<file path="config.mk">
export PLATFORM = sky130hd
export DESIGN_NAME = universal_shift_reg
export DESIGN_NICKNAME = d
export VERILOG_FILES = /design/src/rtl/universal_shift_reg.sv
export SDC_FILE = /design/constraint.sdc
export NUM_CORES = 1
export LEC_CHECK = 0
export CAP_MARGIN = 20
export CORE_MARGIN = 4
export CORE_UTILIZATION = 45
export CTS_BUF_LIST = sky130_fd_sc_hd__clkbuf_2 sky130_fd_sc_hd__clkbuf_4 sky130_fd_sc_hd__clkbuf_8
export CTS_CLUSTER_DIAMETER = 150
export DETAILED_ROUTE_END_ITERATION = 12
export GPL_TIMING_DRIVEN = 0
export PLACE_DENSITY = 0.74
export SLEW_MARGIN = 20
export SYNTH_ARGS = -nofsm -noshare
export SYNTH_HDL_FRONTEND = slang
export SYNTH_SLANG_ARGS = --single-unit
</file>
<file path="constraint.sdc">
create_clock -name clk -period 1.9 [get_ports clk]
set_input_delay 0.19 -clock clk [delete_from_list [all_inputs] [get_ports clk]]
set_output_delay 0.19 -clock clk [all_outputs]
set_load 0.02 [all_outputs]
</file>
<file path="src/rtl/universal_shift_reg.sv">
// universal_shift_reg: mode-selected shift/rotate/load register with an MSB-first serial transmit sequence
module universal_shift_reg #(
    parameter int               WIDTH     = 8,
    parameter logic [WIDTH-1:0] RESET_VAL = '0
) (
    input  logic             clk,
    input  logic             rst,
    input  logic             en,
    input  logic [2:0]       mode,
    input  logic [WIDTH-1:0] parallel_in,
    input  logic             serial_in_lsb,
    input  logic             serial_in_msb,
    input  logic             start,
    output logic [WIDTH-1:0] parallel_out,
    output logic             serial_out_msb,
    output logic             serial_out_lsb,
    output logic             busy,
    output logic             done
);
    localparam int CW = $clog2(WIDTH);
    typedef enum logic {IDLE, SHIFT} state_t;
    state_t           state_q, state_d;
    logic [WIDTH-1:0] q_q, q_d, mode_val;
    logic [CW-1:0]    cnt_q, cnt_d;
    logic             done_q, done_d;
    always_comb begin
        mode_val = mode == 3'b001 ? {q_q[WIDTH-2:0], serial_in_lsb} :
                   mode == 3'b010 ? {serial_in_msb, q_q[WIDTH-1:1]} :
                   mode == 3'b011 ? parallel_in :
                   mode == 3'b100 ? {q_q[WIDTH-2:0], q_q[WIDTH-1]} :
                   mode == 3'b101 ? {q_q[0], q_q[WIDTH-1:1]} :
                   mode == 3'b110 ? '0 : q_q;
        state_d = state_q;
        q_d     = q_q;
        cnt_d   = cnt_q;
        done_d  = 1'b0;
        if (state_q == IDLE) begin
            if (start) begin
                q_d     = parallel_in;
                cnt_d   = CW'(WIDTH - 1);
                state_d = SHIFT;
            end else if (en) begin
                q_d = mode_val;
            end
        end else if (en) begin
            if (cnt_q != '0) begin
                q_d   = {q_q[WIDTH-2:0], serial_in_lsb};
                cnt_d = cnt_q - 1'b1;
            end else begin
                state_d = IDLE;
                done_d  = 1'b1;
            end
        end
    end
    always_ff @(posedge clk or negedge rst) begin
        if (!rst) begin
            state_q <= IDLE;
            q_q     <= RESET_VAL;
            cnt_q   <= '0;
            done_q  <= 1'b0;
        end else begin
            state_q <= state_d;
            q_q     <= q_d;
            cnt_q   <= cnt_d;
            done_q  <= done_d;
        end
    end
    assign parallel_out   = q_q;
    assign serial_out_msb = q_q[WIDTH-1];
    assign serial_out_lsb = q_q[0];
    assign busy           = state_q == SHIFT;
    assign done           = done_q;
endmodule
</file>
== Yosys cells after proc, flatten, opt, wreduce, memory -nomap -nowiden ==
Cells that the tools add are included.

* Bits in registers: 13
* Output and inout port bits: 12
* Word-level logic and storage cells: 41

* Add/sub/neg operators: 1
* Equal/unequal tests: 8
* Mux-type cells: 22
* Reduce and logical (&&, ||, !) cells: 6

{| class="wikitable"
|+ Operators with widths
! operator !! count
|-
| 8-bit 2-to-1 mux || 11
|-
| 3-bit 2-to-1 mux || 4
|-
| 3-bit equality test, second input constant || 3
|-
| 8-bit nonzero test || 1
|-
| 1-bit 2-to-1 mux || 7
|-
| 3-bit by 2-bit equality test with 1-bit output, second input constant || 2
|-
| 4-bit AND reduction || 1
|-
| 2-bit nonzero test || 2
|-
| 3-bit by 1-bit equality test with 1-bit output, second input constant || 1
|-
| 3-bit AND reduction || 1
|-
| 3-bit nonzero test || 1
|-
| 3-bit by 1-bit subtractor with 3-bit output, second input constant || 1
|-
| 2-bit by 1-bit inequality test with 1-bit output, second input constant || 1
|-
| 2-bit inequality test, second input constant || 1
|}

== Longest topological paths before layout ==
Gate-level depths: netlist (run 1).

* Depth after elaboration: 10
* Gate-level depth with buffers: 6
* Depth with buffers taken out: 6

== Worst setup path before layout (run 1) ==
OpenSTA, ideal clock, no wires.

* Kind: reg-to-reg
* From: register state_q, in the netlist busy
* To: register q_q[0], in the netlist parallel_out[0]
* Library setup time: 0.125 ns
* Data arrival time: 1.597 ns
* Data required time: 1.775 ns
* Path slack: 0.177 ns
* Cell stages (with the launch flop): 7
* Buffers on the path: 2
* Period minus slack after synthesis: 1.723 ns
* Cell sequence: dfrtp_1 > clkbuf_1 > nand2_1 > a21oi_1 > a21o_1 > buf_6 > mux2_4

* Cells in the longest elaborated chain, start to end: 2
* Elaborated cells between the ends (all ways): 5
* Classes of those cells: eq/ne (2); mux (1); reduce/logical (2)

{| class="wikitable"
|+ RTL lines
! what !! RTL line !! RTL
|-
| from (decl) || 22 || <nowiki>state_t state_q, state_d;</nowiki>
|-
| from (signal assigned) || 62 || <nowiki>state_q <= state_d;</nowiki>
|-
| 8-bit nonzero test (no line), or another cell as far along || - ||
|-
| 4-bit AND reduction (no line) || - ||
|-
| to (signal assigned) || 63 || <nowiki>q_q <= q_d;</nowiki>
|-
| to (decl) || 23 || <nowiki>logic [WIDTH-1:0] q_q, q_d, mode_val;</nowiki>
|}

Parallel ways exist; a longest one is shown, timed or not.
A chain may end at the register's enable or synchronous reset.

== Final worst setup path (run 1) ==
* From: register cnt_q[0]
* To: register q_q[6], in the netlist parallel_out[6]

* Cells in the longest elaborated chain, start to end: 3

{| class="wikitable"
|+ RTL lines
! what !! RTL line !! RTL
|-
| from (decl) || 24 || <nowiki>logic [CW-1:0] cnt_q, cnt_d;</nowiki>
|-
| from (signal assigned) || 64 || <nowiki>cnt_q <= cnt_d;</nowiki>
|-
| 3-bit nonzero test || 46 || <nowiki>if (cnt_q != '0) begin</nowiki>
|-
| 2-bit by 1-bit inequality test with 1-bit output (no line) || - ||
|-
| 4-bit AND reduction (no line) || - ||
|}

No other way between the ends.

==> results of run 1 <==
-- critical path: cells and delay by family (launching register included) --
family                     cells  cell delay [ns]
AOI/OAI and AO/OA              2             0.52
buffers and inverters          2             0.23
DFF                            1             0.39
muxes                          1             0.30
adders and majority gates      1             0.23
-- state kept, by name, indices dropped and copies added, names as in the netlist --
signal        count
cnt_q             3
parallel_out      8
busy              1
done              1
-- power breakdown --
part	leakage (nW)	internal (W)	total, W	switching, W
registers	0.146	0.000403	0.000633	0.000230
clock network	0.0184	0.0000959	0.000199	0.000103
logic	0.475	0.000616	0.00115	0.000532
-- per-layer routing --
layer  GRT usage (%)  wire (um)  share of wire, %  up-vias
met3            4.58        252               7.5        9
met4            6.80         62               1.8        0
met5               0          0                 0        -
met2            33.5       1630                48       56
li1                -          -                 -      572
met1            27.6       1420                42      578
-- logic make-up (layout without fill, tap and decap cells) --
group,Yosys count,count (layout),synth area share (%)
simple gates,33,33,14.1
buf+inv,21,49,9.34
flops,13,13,27.3
xor+xnor,1,1,0.735
mux,17,17,16.6
fa+ha+maj,2,2,2.10
compound gates,50,50,29.9
-- metrics by stage --
step	power [W]	std cells	hold slack (ns)
after floorplan	0.00134	137	-0.106
after global placement	0.00174	192	0.518
after detailed placement	0.00178	192	0.528
after CTS	0.00199	196	0.304
after global routing	0.00213	195	0.312
final	0.00198	195	0.284
-- cell type report --
class                      count  area (sq um)
fill                         236           993
multi-input combinational    103           756
sequential                    13           325
timing repair buffer          25           250
buffer                        12          77.6
tap                           30          37.5
clock buffer                   4          30.0
inverter                       8          30.0
-- cells in the final DEF, fill, tap and decap left out, drive strengths merged --
| cell type | netlist | layout |
|---|---|---|
| a211oi | 5 | 5 |
| a21o | 1 | 1 |
| a21oi | 8 | 8 |
| a221oi | 5 | 5 |
| a22oi | 6 | 6 |
| a2bb2oi | 4 | 4 |
| a31o | 1 | 1 |
| a31oi | 5 | 5 |
| and2 | 2 | 2 |
| and2b | 2 | 2 |
| and3b | 1 | 1 |
| buf | 8 | 8 |
| clkbuf | 5 | 8 |
| clkdlybuf4s50 | 0 | 25 |
| dfrtp | 13 | 13 |
| ha | 2 | 2 |
| inv | 8 | 8 |
| mux2 | 10 | 10 |
| mux2i | 7 | 7 |
| nand2 | 7 | 7 |
| nand2b | 3 | 3 |
| nand3 | 1 | 1 |
| nand3b | 1 | 1 |
| nor2 | 11 | 11 |
| nor2b | 2 | 2 |
| nor3b | 1 | 1 |
| o21ai | 4 | 4 |
| o221ai | 4 | 4 |
| o22ai | 3 | 3 |
| o31ai | 1 | 1 |
| o32ai | 1 | 1 |
| o41ai | 2 | 2 |
| or3 | 2 | 2 |
| xor2 | 1 | 1 |
-- synthesized netlist by cell type, drive strengths merged, types with 3 or more instances --
cell,number
nand2b,3
o221ai,4
a211oi,5
mux2,10
o21ai,4
nand2,7
a22oi,6
clkbuf,5
a221oi,5
a2bb2oi,4
inv,8
mux2i,7
a31oi,5
dfrtp,13
nor2,11
o22ai,3
a21oi,8
buf,8
-- how the worst max path moves through the flow --
stage / start / endpoint / slack, ns / depth (start not counted)
2_1_floorplan: busy / parallel_out[0] / 0.18 / 6
3_3_place_gp: en / parallel_out[2] / -0.03 / 6
3_5_place_dp: en / parallel_out[2] / -0.06 / 6
4_1_cts: busy / parallel_out[0] / 0.001 / 6
5_1_grt: busy / parallel_out[6] / 0.04 / 5
6_report: cnt_q[0] / parallel_out[6] / 0.13 / 6
==> flow_summary.yaml, run 1 <==
route:
  drt_pre_antenna_iters: 4
  wirelength_mm: 3.37
  drcViolationCount: 0
  viasPerCell: 6.23
  ant_nets: 0
  drt_iter0_markers: 49
  wl_per_cell_um: 17.3
  vias: 1215
power_and_ir_drop:
  ir_drop_uv: 978
  p_per_area_nw_per_um2: 1310
  p_leak_nw: 0.640
finish:
  syn2layout_area_growth_pct: 26.3
  antenna_cells: 0
  fin_util_pct: 60.3
  fin_nets: 185
  finish.instance_area_sq_um: 1510
  drive_above_1_share_pct: 9.70
setup_path:
  setup.worst_path.start_class: "register"
  cpPeakStageDelay_ns: 0.39
  worst-r2r-setup-slack_ns: 0.13
  worstPathCellList: "inv_1, ha_1, a21oi_1, a21o_1, buf_6, mux2_4"
  reg2reg_depth: 6
  crit_type: "register to register"
  r2r_start: "cnt_q[0]"
  cp_max_fo: 8
  worstReg2RegEnd: "parallel_out[6]"
  crit_slowest_cell: "dfrtp_1"
  cp_data_required_time_ns: 2.08
  cp-end-kind: "register"
  arrival_ns: 1.95
clock_tree:
  cts_root_buf: "clkbuf_4"
  cts-buffers-inserted: 3
  clkSinkCount: 13
  cts_buffer_depth: 2
  cts_tree: "built"
  clk_latency_ns: 0.29
  clkTransAtPathRegs_ns: 0.09
  cts_resized: 0
  hold_buffers: 0
  htreeDepth: 1
  post_cts.repair.setup_buffers: 0
synth:
  synth_top_area_share_pct: 27.3
  synth.area.top_cells: "dfrtp_1 27%, mux2i_1 5.9%, mux2_1 5.7%, mux2_4 5.0%, a22oi_1 3.8%"
  ys_types: 38
  ys_seq_area_share_pct: 27.3
  yosys_warnings: 0
  synth_edf_count: 0
  synthArstFlopShare_pct: 100
  ys.flop_type: "dfrtp_1"
  synth_top_cell_by_area: "dfrtp_1"
  netlist_instances: 137
  netlist_area_sq_um: 1190
  ys_ff_latch: 13
  syn-num-nets: 156
  syn_area_per_cell_sq_um: 8.70
sta:
  min_period_ns: 1.77
  hold_viol: 0
  maxSlewViolCount: 0
  setup_viol: 0
  tightestPinTransition_ns: 0.630
  fin_ws_ns: 0.128
  rsz0062_at_grt: "false"
  tns_ns: 0
  skew_ns: 0.00640
  fmax_mhz: 564
  period_share_pct: 93.3
  maxSlewHeadroom_pct: 57.9
global_routing:
  grt_pass1_vias: 1218
  antenna_found_initial: 0
  grt-ovfl-total: 0
  grt_pass1_wl_mm: 5.66
  grt_max_degree: 14
  track_usage_pct: 20.9
run_status:
  status: "completed"
placed_design:
  place_ws_ns: -0.0620
  gp_congestion: 0.815
  place_area_sq_um: 1480
  dp_hpwl_mm: 2.47
  port-buffer-count: 25
floorplanning:
  ios: 29
  fp.dieArea_sq_um: 3540
  die_x_um: 59.5
  start_util_pct: 47.7
  die_y_um: 59.5
  fp-row-count: 18
  core_sq_um: 2500
worst_hold_path:
  hold_path_class: "input port to async pin"
run:
  drv_cap: 0
(Power assumes the default switching activity.)
==> run 2, diff against run 1 <==
--- a/config.mk
+++ b/config.mk
@@ -11,7 +11,6 @@
 export CTS_BUF_LIST = sky130_fd_sc_hd__clkbuf_2 sky130_fd_sc_hd__clkbuf_4 sky130_fd_sc_hd__clkbuf_8
 export CTS_CLUSTER_DIAMETER = 150
 export DETAILED_ROUTE_END_ITERATION = 12
-export GPL_TIMING_DRIVEN = 0
 export PLACE_DENSITY = 0.74
 export SLEW_MARGIN = 20
 export SYNTH_ARGS = -nofsm -noshare
==> constraint.sdc (replaced) <==
create_clock -name clk -period 2.2 [get_ports clk]
set_input_delay 0.22 -clock clk [delete_from_list [all_inputs] [get_ports clk]]
set_output_delay 0.22 -clock clk [all_outputs]
set_load 0.02 [all_outputs]
==> run 2 against run 1 <==
Compared with the run above:
- clock power shrank 25%
- utilization grew 0.40 points
- global-route usage shrank 1.2 points
- first-iteration DRC count shrank 2.0%
- power shrank 16%
- largest cell class unchanged
- routed wire length shrank 3.3%
- via count shrank 2.4%
- critical path depth shrank 1
- non-clock buffer count shrank 1
==> flow_summary.yaml, run 2 (synthesized netlist as in run 1, its figures left out) <==
run_status:
  status: "completed"
finish:
  largest_register_ffs: 8
  antenna_cells: 0
  multi_input_area_sq_um: 756
  fillCellCount: 243
  fin_nets: 184
  seqCellArea_sq_um: 325
  syn2layout_area_growth_pct: 27.2
  final_common_cell: "clkdlybuf4s50_1"
  drive_above_1_share_pct: 10.4
  final_cell_mix: "28 x clkdlybuf4s50_1, 13 x dfrtp_1, 11 x nor2_1"
route:
  drt_pre_antenna_iters: 4
  ant_nets: 0
  drcViolationCount: 0
  wirelength_mm: 3.26
  viasPerCell: 6.11
  drt_iter0_markers: 48
  vias: 1186
  wl_per_cell_um: 16.8
setup_path:
  cpPeakStageDelay_ns: 0.47
  worstPathCellList: "clkdlybuf4s50_1, or3_1, a31o_1, a21o_1, mux2_4"
  arrival_ns: 1.91
  crit_slowest_cell: "clkdlybuf4s50_1"
  cp-end-kind: "register"
  worst-r2r-setup-slack_ns: 0.50
  cp_max_fo: 8
  crit_type: "input port to register"
  cp_data_required_time_ns: 2.36
  setup.worst_path.start_class: "input port"
floorplanning:
  die_y_um: 59.5
  core_sq_um: 2500
  start_util_pct: 47.7
  die_x_um: 59.5
  ios: 29
  fp.dieArea_sq_um: 3540
  fp-row-count: 18
global_routing:
  track_usage_pct: 19.7
  grt_pass1_wl_mm: 5.35
  grt-ovfl-total: 0
  antenna_found_initial: 0
  grt_pass1_vias: 1156
  grt_max_degree: 19
clock_tree:
  cts-buffers-inserted: 3
  clk_latency_ns: 0.28
  cts_resized: 0
  cts_tree: "built"
  post_cts.repair.setup_buffers: 0
  cts_root_buf: "clkbuf_4"
  clkSinkCount: 13
  htreeDepth: 1
  hold_buffers: 0
  cts_buffer_depth: 2
  clkTransAtPathRegs_ns: 0.08
power_and_ir_drop:
  ir_drop_uv: 865
  p_per_area_nw_per_um2: 1100
  p_leak_nw: 0.647
sta:
  setup_viol: 0
  maxSlewHeadroom_pct: 59.7
  maxSlewViolCount: 0
  fmax_mhz: 572
  holdWs_ns: 0.317
  min_period_ns: 1.75
  tightestPinTransition_ns: 0.603
  rsz0062_at_grt: "false"
  skew_ns: 0.00379
  tns_ns: 0
  hold_viol: 0
  period_share_pct: 79.5
placed_design:
  gp_congestion: 0.889
  dp_hpwl_mm: 2.41
  port-buffer-count: 28
worst_hold_path:
  hold_path_class: "input port to async pin"
run:
  drv_cap: 0
-- run 2: cell types whose count changed in the layout (fill, tap and decap cells not counted), sizes merged --
cell and delta:
clkbuf -5, clkinv +1, clkdlybuf4s50 +3
-- run 2: final timing paths --
path / startpoint / to / cells after the start
max in group asynchronous: rst / parallel_out[2] / 1
hold reg to reg: cnt_q[2] / cnt_q[2] / 1
min in group clk: cnt_q[2] / cnt_q[2] / 1
setup / recovery: mode[2] / parallel_out[2] / 5
setup reg to reg: cnt_q[0] / parallel_out[2] / 5
hold / removal: rst / parallel_out[7] / 1
-- run 2: final cells by class --
cell class / count / area share (%)
inverters: 8 / 1.98
clock inverters: 1 / 0.330
flip-flops and latches: 13 / 21.5
multi-input cells: 103 / 49.8
repair buffers: 36 / 22.4
clock buffers: 3 / 1.49
well taps: 30 / 2.48
-- run 2: report_power, final --
group / internal [W] / switching [W] / total, W / leakage, nW
Combinational: 0.000515 / 0.000454 / 0.000968 / 0.483
Sequential: 0.000348 / 0.000207 / 0.000555 / 0.146
Clock: 0.0000674 / 0.0000814 / 0.000149 / 0.0177
-- run 2: critical path, delay by kind of cell --
| family | cells | cell delay, ns |
|---|---|---|
| AO/OA/AOI/OAI | 2 | 0.54 |
| buffers and inverters | 1 | 0.47 |
| multiplexers | 1 | 0.34 |
| AND/OR/NAND/NOR | 1 | 0.34 |
-- run 2: per-layer routing --
| layer | global-route usage [%] | part of all wire (%) | wire (um) | vias up |
|---|---|---|---|---|
| li1 | - | - | - | 574 |
| met5 | 0 | 0 | 0 | - |
| met4 | 3.88 | 0.61 | 20 | 0 |
| met3 | 4.58 | 5.8 | 188 | 2 |
| met1 | 25.9 | 45 | 1470 | 571 |
| met2 | 32.9 | 48 | 1580 | 39 |
-- run 2: through the flow --
stage	util, %	setup WS, ns	power (W)	area (sq um)	instances
after floorplan	-	0.477	0.00116	1190	137
after global placement	59.6	0.112	0.00149	1490	190
after detailed placement	59.6	0.148	0.00152	1490	190
after CTS	60.7	0.450	0.00168	1520	194
after global routing	60.7	0.357	0.00180	1520	194
final	60.7	0.451	0.00167	1520	194
